$ cat src/rtl/mxn_shift_sequencer_pkg.sv
// Shared FSM encoding, shift-control field positions and lane-index sizing
// for the shift sequencer and its testbench.
package mxn_shift_pkg;

  typedef enum logic [1:0] {
    LOAD    = 2'd0,
    CAPTURE = 2'd1,
    DRAIN   = 2'd2
  } state_t;

  localparam int AMT_LO  = 1;
  localparam int DIR_BIT = 0;

  function automatic int fill_bit(input int width);
    return width - 1;
  endfunction

  function automatic int amt_hi(input int width);
    return width - 2;
  endfunction

  function automatic int lane_w(input int sets);
    return (sets > 1) ? $clog2(sets) : 1;
  endfunction

endpackage

$ cat src/rtl/mxn_shift_sequencer_if.sv
// Command, result and shifter-facing bundle; the sequencer takes the slave side,
// the environment that feeds commands and models the shifter takes the master side.
interface mxn_shift_sequencer_if #(
  parameter int WIDTH = 4,
  parameter int SETS  = 2
) ();
  localparam int LANE_W = mxn_shift_pkg::lane_w(SETS);

  logic                    cmd_valid;
  logic                    cmd_ready;
  logic [WIDTH-1:0]        cmd_data;
  logic [WIDTH-1:0]        cmd_shift;
  logic                    cmd_flush;
  logic [SETS*WIDTH-1:0]   in_packed;
  logic [SETS*WIDTH-1:0]   shift_packed;
  logic [SETS*WIDTH-1:0]   out_packed;
  logic [SETS*WIDTH-1:0]   overflow_packed;
  logic                    res_valid;
  logic                    res_ready;
  logic [WIDTH-1:0]        res_data;
  logic [WIDTH-1:0]        res_overflow;
  logic [LANE_W-1:0]       res_lane;
  logic                    busy;

  modport slave (
    input  cmd_valid, cmd_data, cmd_shift, cmd_flush,
    input  out_packed, overflow_packed, res_ready,
    output cmd_ready, in_packed, shift_packed,
    output res_valid, res_data, res_overflow, res_lane, busy
  );

  modport master (
    output cmd_valid, cmd_data, cmd_shift, cmd_flush,
    output out_packed, overflow_packed, res_ready,
    input  cmd_ready, in_packed, shift_packed,
    input  res_valid, res_data, res_overflow, res_lane, busy
  );

endinterface

$ cat src/rtl/mxn_shift_sequencer_lane_regfile.sv
// SETS x WIDTH lane registers: indexed single-lane write, whole-vector load,
// synchronous clear (clear wins), packed read-out with lane i at [i*WIDTH +: WIDTH].
module mxn_lane_regfile #(
  parameter int WIDTH  = 4,
  parameter int SETS   = 2,
  parameter int LANE_W = 1
) (
  input  logic                  clk,
  input  logic                  rst,
  input  logic                  clr,
  input  logic                  we,
  input  logic [LANE_W-1:0]     widx,
  input  logic [WIDTH-1:0]      wdata,
  input  logic                  ld_all,
  input  logic [SETS*WIDTH-1:0] ld_packed,
  output logic [SETS*WIDTH-1:0] q
);

  logic [WIDTH-1:0] mem [SETS];

  always_ff @(posedge clk or posedge rst) begin
    if (rst) begin
      for (int i = 0; i < SETS; i++) mem[i] <= '0;
    end else if (clr) begin
      for (int i = 0; i < SETS; i++) mem[i] <= '0;
    end else if (ld_all) begin
      for (int i = 0; i < SETS; i++) mem[i] <= ld_packed[i*WIDTH +: WIDTH];
    end else if (we && (int'(widx) < SETS)) begin
      mem[widx] <= wdata;
    end
  end

  for (genvar g = 0; g < SETS; g++) begin : g_pack
    assign q[g*WIDTH +: WIDTH] = mem[g];
  end

endmodule

$ cat src/rtl/mxn_shift_sequencer.sv
// Batches serial lane commands for the combinational shifter, captures its result one
// cycle after the batch closes, then drains lanes serially; res_* hold while res_ready=0.
module mxn_shift_sequencer
  import mxn_shift_pkg::*;
#(
  parameter int WIDTH = 4,
  parameter int SETS  = 2
) (
  input  logic                 clk,
  input  logic                 rst,
  mxn_shift_sequencer_if.slave bus
);

  localparam int LANE_W = lane_w(SETS);
  localparam int CNT_W  = $clog2(SETS + 1);

  state_t state, state_nxt;

  logic [CNT_W-1:0]      cnt, n, idx;
  logic                  cmd_fire, res_fire, close_batch, drain_done;
  logic                  in_load, in_capture, in_drain;
  logic [SETS*WIDTH-1:0] opnd_q, ctrl_q, res_q, ovf_q;

  assign in_load    = (state == LOAD);
  assign in_capture = (state == CAPTURE);
  assign in_drain   = (state == DRAIN);

  assign cmd_fire = in_load && bus.cmd_valid;
  assign res_fire = in_drain && bus.res_ready;

  // A standalone flush only closes a non-empty batch; a flushing word is part of its batch.
  assign close_batch = in_load &&
                       (cmd_fire ? ((cnt == CNT_W'(SETS - 1)) || bus.cmd_flush)
                                 : (bus.cmd_flush && (cnt != '0)));
  assign drain_done  = res_fire && ((idx + CNT_W'(1)) == n);

  always_ff @(posedge clk or posedge rst) begin
    if (rst) state <= LOAD;
    else     state <= state_nxt;
  end

  always_comb begin
    state_nxt = state;
    case (state)
      LOAD:    if (close_batch) state_nxt = CAPTURE;
      CAPTURE: state_nxt = DRAIN;
      DRAIN:   if (drain_done) state_nxt = LOAD;
      default: state_nxt = LOAD;
    endcase
  end

  always_comb begin
    bus.cmd_ready = in_load;
    bus.res_valid = in_drain;
    bus.busy      = !(in_load && (cnt == '0));
  end

  always_ff @(posedge clk or posedge rst) begin
    if (rst) begin
      cnt <= '0;
      n   <= '0;
      idx <= '0;
    end else begin
      if (cmd_fire)   cnt <= cnt + CNT_W'(1);
      if (in_capture) n   <= cnt;
      if (res_fire)   idx <= idx + CNT_W'(1);
      if (drain_done) begin
        cnt <= '0;
        idx <= '0;
      end
    end
  end

  mxn_lane_regfile #(.WIDTH(WIDTH), .SETS(SETS), .LANE_W(LANE_W)) u_opnd (
    .clk(clk), .rst(rst), .clr(drain_done), .we(cmd_fire),
    .widx(cnt[LANE_W-1:0]), .wdata(bus.cmd_data),
    .ld_all(1'b0), .ld_packed('0), .q(opnd_q)
  );

  mxn_lane_regfile #(.WIDTH(WIDTH), .SETS(SETS), .LANE_W(LANE_W)) u_ctrl (
    .clk(clk), .rst(rst), .clr(drain_done), .we(cmd_fire),
    .widx(cnt[LANE_W-1:0]), .wdata(bus.cmd_shift),
    .ld_all(1'b0), .ld_packed('0), .q(ctrl_q)
  );

  mxn_lane_regfile #(.WIDTH(WIDTH), .SETS(SETS), .LANE_W(LANE_W)) u_res (
    .clk(clk), .rst(rst), .clr(drain_done), .we(1'b0),
    .widx('0), .wdata('0),
    .ld_all(in_capture), .ld_packed(bus.out_packed), .q(res_q)
  );

  mxn_lane_regfile #(.WIDTH(WIDTH), .SETS(SETS), .LANE_W(LANE_W)) u_ovf (
    .clk(clk), .rst(rst), .clr(drain_done), .we(1'b0),
    .widx('0), .wdata('0),
    .ld_all(in_capture), .ld_packed(bus.overflow_packed), .q(ovf_q)
  );

  assign bus.in_packed    = opnd_q;
  assign bus.shift_packed = ctrl_q;
  assign bus.res_data     = res_q[int'(idx) * WIDTH +: WIDTH];
  assign bus.res_overflow = ovf_q[int'(idx) * WIDTH +: WIDTH];
  assign bus.res_lane     = idx[LANE_W-1:0];

endmodule

$ cat src/flat_wrapper.sv
// flat-port wrapper written by rule: the top's interface ports become plain ports
module mxn_shift_sequencer_flat import mxn_shift_pkg::*;
#(
  parameter int WIDTH = 4,
  parameter int SETS  = 2
)
  (clk, rst, bus_cmd_valid, bus_cmd_data, bus_cmd_shift, bus_cmd_flush, bus_out_packed, bus_overflow_packed, bus_res_ready, bus_cmd_ready, bus_in_packed, bus_shift_packed, bus_res_valid, bus_res_data, bus_res_overflow, bus_res_lane, bus_busy);
  mxn_shift_sequencer_if #(.WIDTH(WIDTH), .SETS(SETS)) bus_i ();
  input  logic clk;
  input  logic rst;
  input wire logic [$bits(bus_i.cmd_valid)-1:0] bus_cmd_valid;
  input wire logic [$bits(bus_i.cmd_data)-1:0] bus_cmd_data;
  input wire logic [$bits(bus_i.cmd_shift)-1:0] bus_cmd_shift;
  input wire logic [$bits(bus_i.cmd_flush)-1:0] bus_cmd_flush;
  input wire logic [$bits(bus_i.out_packed)-1:0] bus_out_packed;
  input wire logic [$bits(bus_i.overflow_packed)-1:0] bus_overflow_packed;
  input wire logic [$bits(bus_i.res_ready)-1:0] bus_res_ready;
  output wire logic [$bits(bus_i.cmd_ready)-1:0] bus_cmd_ready;
  output wire logic [$bits(bus_i.in_packed)-1:0] bus_in_packed;
  output wire logic [$bits(bus_i.shift_packed)-1:0] bus_shift_packed;
  output wire logic [$bits(bus_i.res_valid)-1:0] bus_res_valid;
  output wire logic [$bits(bus_i.res_data)-1:0] bus_res_data;
  output wire logic [$bits(bus_i.res_overflow)-1:0] bus_res_overflow;
  output wire logic [$bits(bus_i.res_lane)-1:0] bus_res_lane;
  output wire logic [$bits(bus_i.busy)-1:0] bus_busy;
  assign bus_i.cmd_valid = bus_cmd_valid;
  assign bus_i.cmd_data = bus_cmd_data;
  assign bus_i.cmd_shift = bus_cmd_shift;
  assign bus_i.cmd_flush = bus_cmd_flush;
  assign bus_i.out_packed = bus_out_packed;
  assign bus_i.overflow_packed = bus_overflow_packed;
  assign bus_i.res_ready = bus_res_ready;
  assign bus_cmd_ready = bus_i.cmd_ready;
  assign bus_in_packed = bus_i.in_packed;
  assign bus_shift_packed = bus_i.shift_packed;
  assign bus_res_valid = bus_i.res_valid;
  assign bus_res_data = bus_i.res_data;
  assign bus_res_overflow = bus_i.res_overflow;
  assign bus_res_lane = bus_i.res_lane;
  assign bus_busy = bus_i.busy;
  mxn_shift_sequencer #(.WIDTH(WIDTH), .SETS(SETS)) u_core (.clk(clk), .rst(rst), .bus(bus_i));
endmodule
$ cat config.mk
export PLATFORM = sky130hd
export DESIGN_NAME = mxn_shift_sequencer_flat
export DESIGN_NICKNAME = d
export VERILOG_FILES = /design/src/rtl/mxn_shift_sequencer_pkg.sv /design/src/rtl/mxn_shift_sequencer_if.sv /design/src/rtl/mxn_shift_sequencer_lane_regfile.sv /design/src/rtl/mxn_shift_sequencer.sv /design/src/flat_wrapper.sv
export SDC_FILE = /design/constraint.sdc
export NUM_CORES = 1
export LEC_CHECK = 0
export BUFFER_PORTS_ARGS = -buffer_cell sky130_fd_sc_hd__buf_2
export CORE_ASPECT_RATIO = 0.9
export CORE_MARGIN = 2
export CORE_UTILIZATION = 49
export CTS_CLUSTER_DIAMETER = 100
export CTS_CLUSTER_SIZE = 8
export DETAILED_ROUTE_END_ITERATION = 8
export MAX_ROUTING_LAYER = met4
export PLACE_DENSITY = 0.76
export SLEW_MARGIN = 0
export SYNTH_ARGS = -nofsm -noshare
export SYNTH_HDL_FRONTEND = slang
export SYNTH_SLANG_ARGS = --single-unit
$ cat constraint.sdc
create_clock -name clk -period 2.6 [get_ports clk]
set_input_delay 0.39 -clock clk [delete_from_list [all_inputs] [get_ports clk]]
set_output_delay 0.39 -clock clk [all_outputs]
set_load 0.02 [all_outputs]
# Word-level counts from Yosys, hierarchy flattened
# Cells that the tools add are included.
# totals
reg_bits	40
input_bits	29
out_inout_bits	28
wordCells	61
# op_classes
add_sub_neg	2
order_cmp	2
n_eq_ne	6
shift	2
n_mux	20
bitwise_logic	1
n_reduce_logical	16
# ops
operator	count
$mux W8	8
$bwmux W8	2
$shiftx A8 B5 Y4	2
$mux W2	6
$reduce_bool A2 Y1	4
$logic_and A1 B1 Y1	7
$pmux W2 S3	1
$add A2 B1 Y2 const B	2
$demux W4 S1	1
$eq A2 B1 Y1 const B	2
$logic_not A2 Y1	2
$mux W4	1
$ne A2 B1 Y1 const B	2
$eq A2 B2 Y1	1
$eq A2 B2 Y1 const B	1
$ge A2 B2 Y1 const B	1
$lt A2 B1 Y1 const B	1
$not A1 Y2	1
$reduce_and A2 Y1	1
$logic_not A1 Y1	1
$logic_or A1 B1 Y1	1
$mux W1	1

# Logic depth before layout (Yosys ltp)
# logic_depth
word_depth	8
depth_mapped	4
ltp_nobuf	4

# Hierarchy
# A second synthesis with hierarchy kept.
# unflattened
hier_cells	249
hier_area_um2	2394.8
# by_module_without_submodules
mod	n_inst	cells_per_inst	area_each_um2	seq_area_each_um2
mxn_lane_regfile	4	46	452.9	200.2
mxn_shift_sequencer	1	65	583.1	200.2

# Worst setup path before layout
# OpenSTA, ideal clock, no wires.
# synth_path
path_type	reg2out
start	reg u_core.idx[0]
end	out bus_res_data[1]
t_arrival_ns	1.171
required_ns	2.210
path_slack_ns	1.039
path_stages_with_launch	4
path_buffers	1
path_cell_list	dfrtp_1 buf_2 mux2i_1 nor2_1
# synth_via
elab_chain_len	1
# synth_lines
item	line_no	text
start, declared	mxn_shift_sequencer.sv:19	logic [CNT_W-1:0] cnt, n, idx;
start signal, assigned	mxn_shift_sequencer.sv:66	if (res_fire) idx <= idx + CNT_W'(1);
$shiftx A8 B5 Y4	mxn_shift_sequencer.sv:100	assign bus.res_data = res_q[int'(idx) * WIDTH +: WIDTH];
end, declared	flat_wrapper.sv:22	output wire logic [$bits(bus_i.res_data)-1:0] bus_res_data;
# Every way passes these cells.

# Worst setup path after layout
# layout_path
start	reg u_core.idx[0]
end	out bus_res_overflow[2]
# layout_via
elab_chain_len	1
# layout_lines
item	line_no	text
$shiftx A8 B5 Y4	mxn_shift_sequencer.sv:101	assign bus.res_overflow = ovf_q[int'(idx) * WIDTH +: WIDTH];
end, declared	flat_wrapper.sv:23	output wire logic [$bits(bus_i.res_overflow)-1:0] bus_res_overflow;
# Every way passes these cells.

==> results.md <==
Status:
- The run finished with clean final reports.

Routing:
- In this run, the number of DRC markers left after iteration 0 of detailed routing was 42.
- Wire segments on met3 add up to 105 µm in the final route.
- After detailed routing, the average wire length per cell comes to 14.13 µm.
- The count of TritonRoute iterations in the first routing pass is 6.
- The remaining routing DRC violations is 0.
- The routed layout has 1,474 vias.
- Wires add up to 3.915 mm.
- After detailed routing, the wire length on met1 is 1.872 mm.
- After detailed routing, no signal wire sits above met4.
- The detail route stage leaves a number of antenna-violating nets equal to 0.
- The routed design uses 1.892 mm of met2 wire.
- The mean number of vias per cell is 5.321.

Die:
- The total die area is 0.004619 mm².
- For this configuration, the core starts out at a cell density of 50.22%.
- In this run the horizontal extent of the chip is 71.42 µm.
- The standard-cell row count is 22.
- In this run the standard cell core region covers 0.003991 mm².
- The count of boundary I/O pins is 57.
- The overall die height is 64.68 µm.

Synthesis:
- Counting every instance in the synthesized netlist gives 171.
- By area the synthesized netlist is led by sky130_fd_sc_hd__dfrtp_1 50%, sky130_fd_sc_hd__mux2i_1 20%, sky130_fd_sc_hd__a21oi_1 6.0%, sky130_fd_sc_hd__a21oi_2 3.9%, sky130_fd_sc_hd__nor2_1 2.1%.
- The proportion of register bits with asynchronous set or reset after synthesis is 100.0%.
- Counting flops and latches in the post-synthesis netlist gives 40.
- The number of enable-type register cells in the synthesized netlist is 0.
- By count the netlist is led by 41 x sky130_fd_sc_hd__mux2i_1, 40 x sky130_fd_sc_hd__dfrtp_1, 24 x sky130_fd_sc_hd__a21oi_1.
- The synthesized net count is 202.
- Of the post-synthesis cell area, the dominant cell type holds 49.94%.
- Yosys mapped the design onto 31 distinct sky130hd cell types.
- The post-synthesis instance area is 0.002004 mm².
- The primary flip-flop cell chosen by synthesis mapping is sky130_fd_sc_hd__dfrtp_1.
- After synthesis, flip-flops and latches occupy 49.94% of the total area.
- During synthesis, Yosys emitted a total of 0 warnings.
- Among all cell types in the netlist, the one instantiated most often is sky130_fd_sc_hd__mux2i_1.
- sky130_fd_sc_hd__dfrtp_1 takes more of the synthesized area than any other cell.
- Dividing the synthesized area by the synthesized cell count gives 11.72 µm².

Setup path:
- Walking the worst path, the cells encountered are mux2i_1, nor2_1, buf_2.
- The highest-delay cell along the critical path is sky130_fd_sc_hd__dfrtp_1.
- The depth of the worst register-to-register path is 4.
- Data on the critical path is required at its endpoint by 2.21 ns.
- The critical path capture point type is a primary output.
- The critical path data arrival time is 1.53 ns.
- The critical setup path kind is register to primary output.
- The worst register-to-register path ends at u_core.u_ovf.q[1].
- The largest driver fanout on the critical path is 15.
- The biggest cell delay along the critical path is 0.75 ns.
- The worst setup slack for register-to-register paths is 0.94 ns.
- In this run the critical register-to-register path is launched from u_core.idx[1].
- The kind of launch point of the worst setup path is a register.
- The launching element of the worst setup path is u_core.idx[0].

Layout:
- Counting the fill cells in the layout gives 329.
- The number of diodes added for antenna fixing is 0.
- In the final layout, the share of cells above drive strength 1 is 37.55%.
- The finished layout holds 277 standard cells, fillers aside.
- The final net count is 259.
- Relative to the synthesized area, the layout overhead comes to 20.41%.

CTS:
- The TritonCTS clock tree is yes.
- The tree is rooted in a sky130_fd_sc_hd__clkbuf_8.
- After clock tree synthesis, the clock-pin slew on the worst setup and hold paths is 0.08 ns.
- No sink is reached through more buffers than the 2 on the longest clock path.
- The H-tree was split into 2 levels.
- The buffer count from post-CTS setup fixing is 0.
- Post-CTS repair changed the size of 0 cells.
- The number of buffers added by the clock tree synthesis step is 5.
- The clock net in this run drives a total of 40 sinks.
- The number of hold buffers added after CTS was 0.
- The clock insertion delay at the later pin of the skew report is 0.28 ns.

GRT:
- The number of antenna violations at the first check in global routing came to 0.
- The overall routing resource usage is 18.69%.
- Entering global routing, the biggest net connects 41 pins.
- The via count of the first global-routing pass is 1,468.
- The residual overflow from global routing is 0.
- The first global-routing pass estimated 6.624 mm of wire.

Power:
- Registers are responsible for 36.8% of the overall power.
- The leakage power total is 1.134 nW.
- The power density normalized to cell area is 1363 mW/mm².
- Per report_power, the combinational group accounts for 50.7% of the total.
- In this run switching power makes up 43.35% of total power.
- The clock network power share is 12.5%.
- The internal power of the cells totals 0.001864 W.
- The total net switching power is 0.001426 W.
- The peak ir drop on the vdd network is 502.8 µV.

Flow run:
- The max capacitance violation total is 0.

Placed design:
- Routability-driven placement finished with a final weighted congestion of 0.7664.
- Detailed placement ended at an HPWL of 2.691 mm.
- The post-placement cell count is 269.
- Buffers placed on the I/O ports in this run total 56.

STA:
- At the pin with the least slew margin, the transition time is 0.6255 ns.
- For this run, the top clock speed supported by timing is 0.5211 GHz.
- The total count of max-transition violations in the final report is 0.
- The hold violation total from the final report was 0.
- Subtracting the final worst setup slack from the clock period gives 1.919 ns.
- The worst clock skew is 0.007999 ns.
- Summed over all failing endpoints, the final setup total negative slack is 0 ns.
- Setup repair after global routing left no endpoint under its margin.
- The setup-violating endpoint count in the final report is 0.
- The part of the cycle the worst path needs is 73.81%.
- Headroom to the max-slew limit came out at 58.30%.
- The final hold slack is 0.2170 ns.

Hold path:
- The worst hold path belongs to the class input pin to asynchronous set/reset pin.
[stage by stage]
| step | power, W | util [%] | area (µm²) | setup WS (ns) |
|---|---|---|---|---|
| 2_1_floorplan | 0.002503 | - | 2004 | 1.039 |
| 3_3_place_gp | 0.002869 | 58.21 | 2323 | 0.9674 |
| 3_5_place_dp | 0.002901 | 58.21 | 2323 | 0.9374 |
| 4_1_cts | 0.003327 | 60.47 | 2414 | 0.6823 |
| 5_1_grt | 0.003556 | 60.47 | 2414 | 0.5851 |
| 6_report | 0.003290 | 60.47 | 2414 | 0.6811 |
[critical path: cells and delay by family (launching register included)]
| kind | cells | cell delay (ns) |
|---|---|---|
| mux | 1 | 0.27 |
| buf+inv | 1 | 0.17 |
| flops | 1 | 0.75 |
| simple gates | 1 | 0.06 |
[worst max path at each step]
stage,end,slack [ns],depth (start not counted)
3_5_place_dp,u_core.u_res.q[7],0.94,4
4_1_cts,bus_res_data[0],0.68,3
5_1_grt,bus_res_overflow[0],0.59,3
2_1_floorplan,bus_res_data[1],1.04,3
6_report,bus_res_overflow[2],0.68,3
3_3_place_gp,u_core.u_opnd.q[3],0.97,4
[logic make-up after synthesis]
group	share of synthesized area [%]
mux	22.72
flops	49.94
compound gates	12.36
simple gates	7.740
buf+inv	5.181
fa+ha+maj	1.248
xor+xnor	0.8117
[state kept, by name, summed over array words and instances (netlist names)]
register	count
u_core.u_ctrl.q	8
u_core.u_opnd.q	8
u_core.u_ovf.q	8
u_core.u_res.q	8
u_core.cnt	2
u_core.idx	2
u_core.n	2
u_core.state	2
[metal layers]
layer	track usage (%)	vias to the layer above
met1	24.29	732
met4	5.660	0
met5	-	-
met2	29.98	20
li1	-	718
met3	3.577	4
[cells in the final DEF (no fill, tap or decap), types with 2 or more instances in the layout]
| master | n |
|---|---|
| sky130_fd_sc_hd__nand2b_1 | 3 |
| sky130_fd_sc_hd__inv_1 | 4 |
| sky130_fd_sc_hd__a21oi_2 | 9 |
| sky130_fd_sc_hd__ha_1 | 2 |
| sky130_fd_sc_hd__clkbuf_8 | 6 |
| sky130_fd_sc_hd__dfrtp_1 | 40 |
| sky130_fd_sc_hd__nand2_1 | 3 |
| sky130_fd_sc_hd__nand3b_1 | 2 |
| sky130_fd_sc_hd__mux2_2 | 2 |
| sky130_fd_sc_hd__nor2_1 | 11 |
| sky130_fd_sc_hd__clkbuf_1 | 2 |
| sky130_fd_sc_hd__buf_2 | 56 |
| sky130_fd_sc_hd__buf_4 | 7 |
| sky130_fd_sc_hd__a21oi_1 | 24 |
| sky130_fd_sc_hd__mux2i_1 | 41 |
[final cells by class]
cell class,instances,area [µm²],area share [%]
Clock buffer,8,90.09,3.733
Timing Repair Buffer,63,332.8,13.79
Inverter,4,15.01,0.6221
Sequential cell,40,1001,41.47
Tap cell,48,60.06,2.488
Multi-Input combinational cell,114,914.6,37.90
[power by group through the flow]
stage	clock [W]	sequential (W)	combinational [W]
4_1_cts	0.000425	0.00121	0.00169
3_5_place_dp	0	0.00122	0.00168
2_1_floorplan	0	0.00127	0.00123
6_report	0.000413	0.00121	0.00167
5_1_grt	0.000450	0.00126	0.00185
3_3_place_gp	0	0.00121	0.00166
(Power assumes the default switching activity.)
